<file path="src/rtl/vedic_seq_mult6_if.sv">
// Operand/product handshake bundle for vedic_seq_mult6, plus the FSM state debug tap.
// Valid/ready: a transfer happens on a rising clk edge where valid && ready are both high;
// a source holds valid and its payload stable until that edge, and ready never depends on valid.
interface vedic_seq_mult6_if;
  logic        in_valid;
  logic        in_ready;
  logic [5:0]  a;
  logic [5:0]  b;
  logic        out_valid;
  logic        out_ready;
  logic [11:0] p;
  logic        busy;
  logic [1:0]  dbg_state;

  modport master (
    output in_valid, a, b, out_ready,
    input  in_ready, out_valid, p, busy, dbg_state
  );

  modport slave (
    input  in_valid, a, b, out_ready,
    output in_ready, out_valid, p, busy, dbg_state
  );
endinterface

</file>
<file path="src/rtl/vedic_seq_mult6.sv">
// Sequential 6x6 unsigned multiplier reusing one 3x3 core over four partial-product steps.
// Optional build macro VEDIC_ZERO_SKIP_EN: zero operands bypass MUL and finish in one edge.
module vedic_seq_mult6 (
  input  logic               clk,
  input  logic               rst,
  vedic_seq_mult6_if.slave   bus
);

  typedef enum logic [1:0] {
    IDLE = 2'd0,
    MUL  = 2'd1,
    DONE = 2'd2
  } state_t;

  state_t      state, state_nxt;
  logic [5:0]  a_q, b_q;
  logic [11:0] acc;
  logic [1:0]  step;
  logic [11:0] p_q;

  logic        accept;
  logic        zero_pair;
  logic [2:0]  core_x, core_y;
  logic [5:0]  pp;
  logic [3:0]  shamt;
  logic [11:0] pp_shifted;
  logic [11:0] acc_sum;

  assign accept = bus.in_valid && (state == IDLE);

`ifdef VEDIC_ZERO_SKIP_EN
  assign zero_pair = (bus.a == 6'd0) || (bus.b == 6'd0);
`else
  assign zero_pair = 1'b0;
`endif

  // step[0] selects the high half of a, step[1] the high half of b.
  assign core_x = step[0] ? a_q[5:3] : a_q[2:0];
  assign core_y = step[1] ? b_q[5:3] : b_q[2:0];
  assign pp     = {3'b000, core_x} * {3'b000, core_y};

  always_comb begin
    shamt = 4'd0;
    case (step)
      2'd0:    shamt = 4'd0;
      2'd1,
      2'd2:    shamt = 4'd3;
      default: shamt = 4'd6;
    endcase
  end

  assign pp_shifted = {6'b000000, pp} << shamt;
  assign acc_sum    = acc + pp_shifted;

  always_comb begin
    state_nxt = state;
    case (state)
      IDLE: begin
        if (accept) state_nxt = zero_pair ? DONE : MUL;
      end
      MUL: begin
        if (step == 2'd3) state_nxt = DONE;
      end
      DONE: begin
        if (bus.out_ready) state_nxt = IDLE;
      end
      default: state_nxt = IDLE;
    endcase
  end

  always_ff @(posedge clk) begin
    if (rst) begin
      state <= IDLE;
      a_q   <= 6'd0;
      b_q   <= 6'd0;
      acc   <= 12'd0;
      step  <= 2'd0;
      p_q   <= 12'd0;
    end else begin
      state <= state_nxt;
      case (state)
        IDLE: begin
          if (accept) begin
            a_q  <= bus.a;
            b_q  <= bus.b;
            acc  <= 12'd0;
            step <= 2'd0;
            if (zero_pair) p_q <= 12'd0;
          end
        end
        MUL: begin
          acc  <= acc_sum;
          step <= step + 2'd1;
          if (step == 2'd3) p_q <= acc_sum;
        end
        default: ;
      endcase
    end
  end

  // Handshake outputs decode the state register only.
  assign bus.in_ready  = (state == IDLE);
  assign bus.out_valid = (state == DONE);
  assign bus.busy      = (state == MUL);
  assign bus.p         = p_q;
  assign bus.dbg_state = state;

endmodule

</file>
<file path="src/flat_wrapper.sv">
// flat-port wrapper written by rule: the top's interface ports become plain ports
module vedic_seq_mult6_flat 
  (clk, rst, bus_in_valid, bus_a, bus_b, bus_out_ready, bus_in_ready, bus_out_valid, bus_p, bus_busy, bus_dbg_state);
  vedic_seq_mult6_if bus_i ();
  input  logic clk;
  input  logic rst;
  input wire logic [$bits(bus_i.in_valid)-1:0] bus_in_valid;
  input wire logic [$bits(bus_i.a)-1:0] bus_a;
  input wire logic [$bits(bus_i.b)-1:0] bus_b;
  input wire logic [$bits(bus_i.out_ready)-1:0] bus_out_ready;
  output wire logic [$bits(bus_i.in_ready)-1:0] bus_in_ready;
  output wire logic [$bits(bus_i.out_valid)-1:0] bus_out_valid;
  output wire logic [$bits(bus_i.p)-1:0] bus_p;
  output wire logic [$bits(bus_i.busy)-1:0] bus_busy;
  output wire logic [$bits(bus_i.dbg_state)-1:0] bus_dbg_state;
  assign bus_i.in_valid = bus_in_valid;
  assign bus_i.a = bus_a;
  assign bus_i.b = bus_b;
  assign bus_i.out_ready = bus_out_ready;
  assign bus_in_ready = bus_i.in_ready;
  assign bus_out_valid = bus_i.out_valid;
  assign bus_p = bus_i.p;
  assign bus_busy = bus_i.busy;
  assign bus_dbg_state = bus_i.dbg_state;
  vedic_seq_mult6 u_core (.clk(clk), .rst(rst), .bus(bus_i));
endmodule
</file>
<file path="config.mk">
export PLATFORM = sky130hd
export DESIGN_NAME = vedic_seq_mult6_flat
export DESIGN_NICKNAME = d
export VERILOG_FILES = /design/src/rtl/vedic_seq_mult6_if.sv /design/src/rtl/vedic_seq_mult6.sv /design/src/flat_wrapper.sv
export SDC_FILE = /design/constraint.sdc
export NUM_CORES = 1
export LEC_CHECK = 0
export CAP_MARGIN = 15
export CORE_MARGIN = 2
export CORE_UTILIZATION = 30
export DETAILED_ROUTE_END_ITERATION = 7
export PLACE_DENSITY = 0.45
export SLEW_MARGIN = 20
export SYNTH_ARGS = -nofsm -noshare
export SYNTH_HDL_FRONTEND = slang
export SYNTH_SLANG_ARGS = --single-unit
</file>
<file path="constraint.sdc">
create_clock -name clk -period 7.78 [get_ports clk]
set_input_delay 1.167 -clock clk [delete_from_list [all_inputs] [get_ports clk]]
set_output_delay 1.167 -clock clk [all_outputs]
set_load 0.05 [all_outputs]
</file>
==> flow_metrics.env <==
export IMPL_status="finished clean"
export IMPL_port_buffers=32
export IMPL_synth_edf_count=0
export IMPL_p_int_mw=0.3130
export IMPL_num_rows=33
export IMPL_p_clk_share_pct=34.5
export IMPL_layout_commonest_cell="nand2_1"
export IMPL_cts_root_buffer="clkbuf_8"
export IMPL_fin_crit_ns=4.692
export IMPL_cts_clk_slew_worst_paths_ns=0.09
export IMPL_io_pins=33
export IMPL_hpwl_um=4454
export IMPL_die_area_um2=9071
export IMPL_setup_ws_ns=3.088
export IMPL_place_gp_congestion=0.8657
export IMPL_first_global_vias=2062
export IMPL_overflow=0
export IMPL_synth_async_reset_ratio_pct=0
export IMPL_pwr_density_cell_nw_per_um2=152.0
export IMPL_area_growth_pct=19.04
export IMPL_syn_instance_count=328
export IMPL_grt_max_degree=44
export IMPL_ys_seq_area_share_pct=32.06
export IMPL_worstHoldPathType="flip-flop to flip-flop"
export IMPL_cts_hold_fix_buffers=0
export IMPL_cap_violations=0
export IMPL_rsz0062_at_grt="false"
export IMPL_ys_ff_latch=40
export IMPL_start_util_pct=30.70
export IMPL_ctsResizeCount=0
export IMPL_via_per_inst=4.927
export IMPL_ant_nets=0
export IMPL_seqPwrFrac_pct=47.9
export IMPL_drtPass1Iterations=4
export IMPL_clock_path_buffers=2
export IMPL_worst_slew_pin_slew_ns=0.7913
export IMPL_setup_tns_ns=0
export IMPL_fin_worst_skew_ns=0.007016
export IMPL_synth_warnings=0
export IMPL_drt_total_wl_um=6293
export IMPL_max_slew_margin_rel_pct=47.12
export IMPL_clk_latency_ns=0.30
export IMPL_required_ns=7.94
export IMPL_cp_end_kind="flip-flop"
export IMPL_drive_gt1_share_pct=5.747
export IMPL_max_stage_delay_ns=0.53
export IMPL_fmax_ghz=0.2131
export IMPL_die_y_um=95.24
export IMPL_combPwrFrac_pct=17.6
export IMPL_setup_viol=0
export IMPL_drv_slew=0
export IMPL_antenna_found_initial=0
export IMPL_critical_path_arrival_ns=4.86
export IMPL_htreeDepth=2
export IMPL_first_iter_violations=94
export IMPL_ir_worst_vdd_uv=59.93
export IMPL_grt_pass1_wl_um=10450
export IMPL_post_cts_buffers=0
export IMPL_finalCritPeriodShare_pct=60.30
export IMPL_nNetsFinal=385
export IMPL_ys_types=44
export IMPL_ys_flop_type="dfxtp_1"
export IMPL_final_cell_mix="nand2_1 (59), a21oi_1 (45), dfxtp_1 (40)"
export IMPL_die_width_um=95.24
export IMPL_antenna_cells=0
export IMPL_place_ws_ns=3.112
export IMPL_hold_viol=0
export IMPL_p_sw_share_pct=30.73
export IMPL_route_detailed_drc=0
export IMPL_critical_path_class="flip-flop to flip-flop"
export IMPL_cts_sinks=40
export IMPL_grt_usage_pct=14.85
export IMPL_switchingPower_mw=0.1389
export IMPL_syn_nets=366
export IMPL_cp_start_kind="flip-flop"
export IMPL_cts_tree="built"
export IMPL_power_total_mw=0.4519
export IMPL_syn_cell_area_um2=2497
export IMPL_crit_chain="mux2i_1 -> or2_2 -> fa_1 -> inv_1 -> ha_1 -> fa_1 -> xor2_1 -> mux4_2 -> a22o_1 -> ha_1 -> a21oi_1 -> o21ai_0 -> o21ai_1 -> mux2i_1 -> o31ai_1"
export IMPL_crit_fanout=7
export IMPL_core_area_um2=8134
export IMPL_power_leakage_nw=1.144
export IMPL_numCtsBuffers=5
export IMPL_crit_slowest_cell="fa_1"
export IMPL_wl_per_cell_um=13.89
export IMPL_vias=2232
export IMPL_syn_avg_cell_area_um2=7.614
export IMPL_fillCellCount=855
-- metrics by stage --
step           area (um2)  cells  util (%)  hold WS (ns)
6_report             2973    453     36.55        0.4564
5_1_grt              2973    453     36.55        0.4812
3_3_place_gp         2873    445     35.32        0.4447
2_1_floorplan        2497    328         -        0.4318
3_5_place_dp         2873    445     35.32        0.4460
4_1_cts              2970    453     36.52        0.4596
-- state kept, by name, indices dropped and copies added, names as in the netlist --
name,cells
u_core.a_q,6
u_core.step,2
u_core.b_q,6
u_core.bus.dbg_state,2
u_core.acc,12
u_core.bus.p,12
-- cells in the mapped netlist (5+ instances only) --
cell type	n	share of area, %
clkbuf_1	17	2.6
nor2b_1	6	1.5
nor2_1	31	4.7
a21oi_1	45	9.0
xnor2_1	6	2.1
nand3_1	15	3.0
a211oi_1	5	1.5
o21ai_0	7	1.4
nand2_1	59	8.9
inv_1	13	2.0
mux2i_1	9	3.6
dfxtp_1	40	32
ha_1	19	9.5
-- final timing paths --
check	cells past startpoint	start	slack [ns]	end
setup / recovery	15	u_core.step[0]	3.09	u_core.acc[10]
hold / removal	2	u_core.bus.p[5]	0.46	u_core.bus.p[5]
setup reg to reg	15	u_core.step[0]	3.09	u_core.acc[10]
hold reg to reg	2	u_core.bus.p[5]	0.46	u_core.bus.p[5]
-- layer usage --
metal | track usage (%) | up-vias | wire, um
met5 | 0 | - | 0
met3 | 2.213 | 7 | 196
met4 | 5.072 | 0 | 88
li1 | - | 1160 | -
met1 | 21.64 | 1030 | 3378
met2 | 22.18 | 35 | 2630
-- cell type report --
cell class	instances	area [um2]	area share (%)
inverter	14	52.55	1.768
clock inverter	2	15.01	0.5051
tap	105	131.4	4.419
sequential	40	800.8	26.94
clock buffer	6	82.58	2.778
timing repair buffer	33	327.8	11.03
multi-input combinational	253	1563	52.57
-- critical path, delay by kind of cell (launching register included) --
kind | cells | cell delay, ns
xor+xnor | 1 | 0.19
compound gates | 5 | 0.97
fa+ha+maj | 4 | 1.50
flops | 1 | 0.51
simple gates | 1 | 0.35
buf+inv | 1 | 0.04
mux | 3 | 0.98
-- power groups by stage --
stage | sequential, mW | combinational (mW) | clock [mW]
after floorplan | 0.220 | 0.0563 | 0
after global placement | 0.221 | 0.0794 | 0
after detailed placement | 0.221 | 0.0797 | 0
after CTS | 0.216 | 0.0801 | 0.164
after global routing | 0.217 | 0.0882 | 0.169
final | 0.216 | 0.0797 | 0.156
-- cells by family after synthesis --
logic type,Yosys count,share of synthesized area [%]
AO/OA/AOI/OAI,78,18.24
adder cells (fa/ha/maj),22,11.92
multiplexers,12,5.411
XOR/XNOR,10,3.507
flip-flops,40,32.06
AND/OR/NAND/NOR,131,23.40
buffers and inverters,35,5.460
Note: power is estimated with default switching activity, not from simulation.
